==> src/rtl/morse_tx.sv <==
// -----------------------------------------------------------------------------
// morse_tx -- keys one Morse character (A-Z, 0-9) per request.
//
// A request (start with a valid char_idx) accepted in IDLE loads the character's
// dot/dash pattern from an internal ROM and plays it out element by element:
// MARK (dot = 1 unit, dash = 3 units), GAP (1 unit) between elements, and a
// trailing LGAP (3 units) after the last element. A unit is UNIT_CYCLES clocks.
// During MARK the buzzer output toggles every TONE_HALF clocks, starting high.
//
// Parameters
//   UNIT_CYCLES  clock cycles per Morse unit (2 .. 2^24-1)
//   TONE_HALF    half-period of the tone in clock cycles (1 .. 2^20-1)
//
// Ports
//   clk       system clock, rising edge
//   rst       synchronous active-low reset
//   start     send request, honoured only while idle
//   char_idx  0-25 = A-Z, 26-35 = 0-9, 36-63 invalid
//   busy      high while a character is being keyed
//   done      one-cycle pulse in the first idle cycle after a character
//   err       one-cycle pulse after an invalid request
//   key       high during every mark element
//   beep      audible tone, gated by key
// -----------------------------------------------------------------------------
module morse_tx #(
    parameter int unsigned UNIT_CYCLES = 10_000_000,
    parameter int unsigned TONE_HALF   = 500_000
) (
    input  logic       clk,
    input  logic       rst,
    input  logic       start,
    input  logic [5:0] char_idx,
    output logic       busy,
    output logic       done,
    output logic       err,
    output logic       key,
    output logic       beep
);

    // Unit counter must reach 3*UNIT_CYCLES-1; tone counter must reach 2*TONE_HALF-1.
    localparam int unsigned CNT_W  = $clog2(3 * UNIT_CYCLES);
    localparam int unsigned TONE_W = $clog2(2 * TONE_HALF);

    localparam logic [CNT_W-1:0]  UNIT_LAST = CNT_W'(UNIT_CYCLES - 1);
    localparam logic [CNT_W-1:0]  LONG_LAST = CNT_W'(3 * UNIT_CYCLES - 1);
    localparam logic [TONE_W-1:0] TONE_HI   = TONE_W'(TONE_HALF);
    localparam logic [TONE_W-1:0] TONE_LAST = TONE_W'(2 * TONE_HALF - 1);

    localparam logic [5:0] LAST_VALID = 6'd35;

    typedef enum logic [1:0] {
        StIdle,
        StMark,
        StGap,
        StLgap
    } state_t;

    state_t            state;
    logic [CNT_W-1:0]  unit_cnt;
    logic [TONE_W-1:0] tone_cnt;
    // Pattern is left-aligned: bit 4 is the element being sent, 1 = dash.
    logic [4:0]        pattern;
    logic [2:0]        remaining;

    logic [7:0]        rom_entry;
    logic [CNT_W-1:0]  mark_last;
    logic [TONE_W-1:0] tone_next;

    // ROM entry: {length[2:0], pattern[4:0]}, pattern MSB-first, dash = 1.
    function automatic logic [7:0] rom_lookup(input logic [5:0] idx);
        logic [7:0] r;
        case (idx)
            6'd0:    r = {3'd2, 5'b01000}; // A .-
            6'd1:    r = {3'd4, 5'b10000}; // B -...
            6'd2:    r = {3'd4, 5'b10100}; // C -.-.
            6'd3:    r = {3'd3, 5'b10000}; // D -..
            6'd4:    r = {3'd1, 5'b00000}; // E .
            6'd5:    r = {3'd4, 5'b00100}; // F ..-.
            6'd6:    r = {3'd3, 5'b11000}; // G --.
            6'd7:    r = {3'd4, 5'b00000}; // H ....
            6'd8:    r = {3'd2, 5'b00000}; // I ..
            6'd9:    r = {3'd4, 5'b01110}; // J .---
            6'd10:   r = {3'd3, 5'b10100}; // K -.-
            6'd11:   r = {3'd4, 5'b01000}; // L .-..
            6'd12:   r = {3'd2, 5'b11000}; // M --
            6'd13:   r = {3'd2, 5'b10000}; // N -.
            6'd14:   r = {3'd3, 5'b11100}; // O ---
            6'd15:   r = {3'd4, 5'b01100}; // P .--.
            6'd16:   r = {3'd4, 5'b11010}; // Q --.-
            6'd17:   r = {3'd3, 5'b01000}; // R .-.
            6'd18:   r = {3'd3, 5'b00000}; // S ...
            6'd19:   r = {3'd1, 5'b10000}; // T -
            6'd20:   r = {3'd3, 5'b00100}; // U ..-
            6'd21:   r = {3'd4, 5'b00010}; // V ...-
            6'd22:   r = {3'd3, 5'b01100}; // W .--
            6'd23:   r = {3'd4, 5'b10010}; // X -..-
            6'd24:   r = {3'd4, 5'b10110}; // Y -.--
            6'd25:   r = {3'd4, 5'b11000}; // Z --..
            6'd26:   r = {3'd5, 5'b11111}; // 0 -----
            6'd27:   r = {3'd5, 5'b01111}; // 1 .----
            6'd28:   r = {3'd5, 5'b00111}; // 2 ..---
            6'd29:   r = {3'd5, 5'b00011}; // 3 ...--
            6'd30:   r = {3'd5, 5'b00001}; // 4 ....-
            6'd31:   r = {3'd5, 5'b00000}; // 5 .....
            6'd32:   r = {3'd5, 5'b10000}; // 6 -....
            6'd33:   r = {3'd5, 5'b11000}; // 7 --...
            6'd34:   r = {3'd5, 5'b11100}; // 8 ---..
            6'd35:   r = {3'd5, 5'b11110}; // 9 ----.
            default: r = 8'd0;
        endcase
        return r;
    endfunction

    always_comb begin
        rom_entry = rom_lookup(char_idx);
        mark_last = pattern[4] ? LONG_LAST : UNIT_LAST;
        tone_next = (tone_cnt == TONE_LAST) ? '0 : tone_cnt + TONE_W'(1);
    end

    always_ff @(posedge clk) begin
        if (!rst) begin
            state     <= StIdle;
            unit_cnt  <= '0;
            tone_cnt  <= '0;
            pattern   <= '0;
            remaining <= '0;
            busy      <= 1'b0;
            done      <= 1'b0;
            err       <= 1'b0;
            key       <= 1'b0;
            beep      <= 1'b0;
        end else begin
            // Pulses default low so each event lasts exactly one cycle.
            done <= 1'b0;
            err  <= 1'b0;

            case (state)
                StIdle: begin
                    if (start) begin
                        if (char_idx <= LAST_VALID) begin
                            state     <= StMark;
                            remaining <= rom_entry[7:5];
                            pattern   <= rom_entry[4:0];
                            unit_cnt  <= '0;
                            tone_cnt  <= '0;
                            busy      <= 1'b1;
                            key       <= 1'b1;
                            beep      <= 1'b1;
                        end else begin
                            err <= 1'b1;
                        end
                    end
                end

                StMark: begin
                    if (unit_cnt == mark_last) begin
                        // Mark over: tone is cut wherever it happens to be.
                        state     <= (remaining == 3'd1) ? StLgap : StGap;
                        pattern   <= {pattern[3:0], 1'b0};
                        remaining <= remaining - 3'd1;
                        unit_cnt  <= '0;
                        tone_cnt  <= '0;
                        key       <= 1'b0;
                        beep      <= 1'b0;
                    end else begin
                        unit_cnt <= unit_cnt + CNT_W'(1);
                        tone_cnt <= tone_next;
                        beep     <= (tone_next < TONE_HI);
                    end
                end

                StGap: begin
                    if (unit_cnt == UNIT_LAST) begin
                        state    <= StMark;
                        unit_cnt <= '0;
                        tone_cnt <= '0;
                        key      <= 1'b1;
                        beep     <= 1'b1;
                    end else begin
                        unit_cnt <= unit_cnt + CNT_W'(1);
                    end
                end

                StLgap: begin
                    if (unit_cnt == LONG_LAST) begin
                        state    <= StIdle;
                        unit_cnt <= '0;
                        busy     <= 1'b0;
                        done     <= 1'b1;
                    end else begin
                        unit_cnt <= unit_cnt + CNT_W'(1);
                    end
                end

                default: begin
                    state    <= StIdle;
                    unit_cnt <= '0;
                    tone_cnt <= '0;
                    busy     <= 1'b0;
                    key      <= 1'b0;
                    beep     <= 1'b0;
                end
            endcase
        end
    end

endmodule

==> config.mk <==
export PLATFORM = sky130hd
export DESIGN_NAME = morse_tx
export DESIGN_NICKNAME = d
export VERILOG_FILES = /design/src/rtl/morse_tx.sv
export SDC_FILE = /design/constraint.sdc
export NUM_CORES = 1
export LEC_CHECK = 0
export BUFFER_PORTS_ARGS = -buffer_cell sky130_fd_sc_hd__buf_4
export CORE_ASPECT_RATIO = 2
export CORE_UTILIZATION = 35
export CTS_CLUSTER_SIZE = 10
export DETAILED_ROUTE_END_ITERATION = 8
export PLACE_DENSITY = 0.6
export SLEW_MARGIN = 10
export SYNTH_ARGS = -nofsm -noshare
export SYNTH_HDL_FRONTEND = slang
export SYNTH_SLANG_ARGS = --single-unit
==> constraint.sdc <==
create_clock -name clk -period 2.49 [get_ports clk]
set_input_delay 0.249 -clock clk [delete_from_list [all_inputs] [get_ports clk]]
set_output_delay 0.249 -clock clk [all_outputs]
set_load 0.01 [all_outputs]
==> metrics.txt <==
cts hold-fix bufs=0; busiest grt layer=met2; design area=between 4000 and 5000 um^2; drt pass-1 iters=5; commonest non-fill, non-tap cell in the layout=buf_4; commonest cells after routing, fill and taps aside=65 x buf_4, 60 x dfxtp_1, 42 x nand2_1; final worst slack=102 ps; pin count of the biggest net entering global routing=32; sequential fraction of the synthesis area=a little over 30%; PwrDens=750 nW/um^2; final hold violations=0; library cells used by synthesis=between 70 and 80; die area=around 12,000 um^2; Slew Viols, Final=0; RSZ-0062 raised after global routing=no; Clock Skew=~5.2 ps; chip height=152 um; reg2reg start=tone_cnt[1]$_SDFFE_PN0P_; area delta synth->final=21.2%; # rows=between 50 and 60; sequential power share=31.0%; number of flops mapped to enable cells by yosys=0; DRT iter0 DRCs=~210; FILL cells=1,118; Switching Power=roughly 1.3 mW; met2 global-route usage=slightly below 40%; Antenna Nets Post-Route=0; global-route met3 utilization=3.72%; crit path kind=reg2reg; clock sink total=60; Seq cells post-synth=60; vias=roughly 4,000; HPWL after detailed placement=8.76 mm; diode count=0; fin crit period=around 2400 ps; Root Buffer=clkbuf_16; nets=about 560; drt wl/cell=roughly 17 um; worst slew pin tran=between 700 and 800 ps; GRT Total Usage=20.8%; clock latency on the worst-skew pair=330 ps; top_reg_cell synth=dfxtp_1; reg2reg path depth=9; width of the die=just under 80 um; Post-Syn Nets=roughly 520; Mapped Area=3940 um^2; first-pass GRT wire length=between 15 and 20 mm; r2r setup slk=about 100 ps; clock group share of total power=34.1%; clock-pin slew on the worst setup and hold paths=about 50 ps; dpl cell area=between 4000 and 5000 um^2; hold-critical path depth=3; period utilisation layout=between 90 and 100%; max incr delay on CP=~420 ps; HP Start=start; CP required=2770 ps; clock buffer depth=2; CTS H-tree lvls=3; Crit path top cell by count=buf_4; Setup violations, final=0; DRC violations left=0; worst-path cell chain=ha_1 -> buf_4 -> nand4_1 -> nor4_2 -> xnor2_1 -> nor2_1 -> o31ai_1 -> buf_4 -> o221a_2; Top-Level Pins=14; internal power=2.32 mW; max_cap viols=0; vias in the first global route=3,978; syn_area_per_cell=approximately 8 um^2; core area=approximately 11,000 um^2; Crit. End Element=flop; Post-Synthesis Cells=~510; M1 GR Usage=19.7%; total CTS buffers=9; f_max=around 0.42 GHz; vias per cell=5.86; status=finished, final reports clean; grt ovf=0; leak pwr=between 1.5 and 2 nW; Sw Share=around a third; post-synthesis async set-or-reset flop share=0%; Arr. time, crit path=2660 ps; starting density of the core=around 36%; Combinational Power Share=between 30% and 40%; initial antenna violation count=0; Placer Congestion=around 1.0; CTS tree=built; Slew headroom=about 53%; pre-CTS WS=-71.5 ps; Max IR drop VDD=approximately 0.00043 V; slowest CP cell=o31ai_1; number of port buffers=13; crit path max fanout=5; Min-Delay Path Class=in2reg; share of layout cells above drive strength 1=between 10% and 20%; hold endpoint=err$_SDFF_PN0_; Startpoint Class=flop; reg2reg end=beep$_SDFFE_PN0P_; total wire length=between 10 and 15 mm; Syn. warnings=0
==> cell usage after synthesis (3+ instances only) <==
cell | count | area [um^2]
a22o_1 | 4 | 35.0
xnor2_1 | 8 | 70.1
nor3_1 | 19 | 95.1
a21oi_1 | 34 | 170
a21o_1 | 8 | 60.1
and3_1 | 13 | 81.3
buf_2 | 10 | 50.1
mux2i_1 | 9 | 90.1
o211ai_1 | 5 | 37.5
a221oi_1 | 3 | 26.3
nor4_1 | 5 | 31.3
xor2_1 | 4 | 35.0
a211oi_1 | 6 | 45.0
nor2b_1 | 10 | 62.6
nor3b_1 | 4 | 30.0
nand3_1 | 23 | 115
ha_1 | 9 | 113
nand3b_1 | 5 | 37.5
a22oi_1 | 5 | 37.5
nand2_1 | 42 | 158
clkbuf_1 | 20 | 75.1
or3_1 | 5 | 31.3
dfxtp_1 | 60 | 1200
o21ai_0 | 33 | 165
a31oi_1 | 3 | 18.8
nand4_1 | 17 | 106
inv_1 | 18 | 67.6
and2_1 | 3 | 18.8
nand2b_1 | 5 | 31.3
nor2_1 | 39 | 146
a311oi_1 | 9 | 78.8
a41oi_1 | 4 | 35.0
==> cell families (layout without fill, tap and decap cells) <==
family,after synthesis,in the layout,synth area share [%]
fa+ha+maj,9,9,2.86
buf+inv,54,99,5.97
xor+xnor,12,12,2.67
simple gates,213,213,29.5
flops,60,60,30.5
compound gates,147,147,25.7
mux,10,10,2.86
==> power groups by stage <==
stage / Sequential (mW) / Clock, mW / Combinational (mW)
6_report: 1.11 / 1.22 / 1.25
5_1_grt: 1.12 / 1.28 / 1.38
3_5_place_dp: 1.13 / 0 / 1.21
4_1_cts: 1.11 / 1.24 / 1.22
2_1_floorplan: 1.11 / 0 / 0.805
3_3_place_gp: 1.13 / 0 / 1.19
==> cell type report <==
class / count / area, um^2 / share of cell area (%)
timing repair buffer: 65 / 488 / 10.2
clock inverter: 5 / 52.6 / 1.10
inverter: 18 / 67.6 / 1.42
tap: 140 / 175 / 3.67
sequential: 60 / 1200 / 25.2
multi-input combinational: 391 / 2560 / 53.6
clock buffer: 11 / 233 / 4.88
==> sequential cells by signal, indices dropped and copies added (netlist names) <==
register,flops
err,1
key,1
remaining,3
done,1
beep,1
tone_cnt,20
unit_cnt,25
busy,1
pattern,5
state,2
==> through the flow <==
step	power, mW	hold slack [ps]	utilization, %	instances	TNS [ps]
after floorplan	1.92	375	-	505	0
after global placement	2.32	476	40.4	673	0
after detailed placement	2.34	498	40.4	673	-105
after CTS	3.57	207	43.1	689	0
after global routing	3.78	203	43.6	690	0
final	3.58	209	43.6	690	0
==> worst max path at each step <==
stage / startpoint / endpoint / slack, ps / cells after the start
5_1_grt: tone_cnt[1]$_SDFFE_PN0P_ / beep$_SDFFE_PN0P_ / 20 / 9
2_1_floorplan: unit_cnt[0]$_SDFFE_PN0P_ / tone_cnt[9]$_SDFFE_PN0P_ / 240 / 9
3_3_place_gp: unit_cnt[1]$_SDFFE_PN0P_ / tone_cnt[7]$_SDFFE_PN0P_ / 9 / 8
6_report: tone_cnt[1]$_SDFFE_PN0P_ / beep$_SDFFE_PN0P_ / 100 / 9
3_5_place_dp: unit_cnt[1]$_SDFFE_PN0P_ / tone_cnt[7]$_SDFFE_PN0P_ / -70 / 8
4_1_cts: unit_cnt[1]$_SDFFE_PN0P_ / unit_cnt[11]$_SDFFE_PN0P_ / 30 / 8
==> routing by layer <==
metal / share of wire [%] / up-vias
met5: 0 / -
met4: 6.4 / 0
met3: 2.9 / 62
met2: 54 / 101
met1: 37 / 1896
li1: - / 1983
==> what timing repair did <==
item / 4_1_cts / 5_1_grt
pin swaps: 0 / 0
resized for setup: 1 / 8
cloned: 0 / 0
setup endpoints to repair: 2 / 25
hold endpoints to repair: 0 / 0
setup buffers: 0 / 1
==> worst max-delay path, delay by kind of cell (launching register included) <==
kind | cells | cell delay, ps
and+or+nand+nor | 3 | 640
AOI/OAI and AO/OA | 2 | 580
DFF | 1 | 390
buffers and inverters | 2 | 320
adders and majority gates | 1 | 210
xor gates and xnor gates | 1 | 190
(Power assumes the default switching activity.)
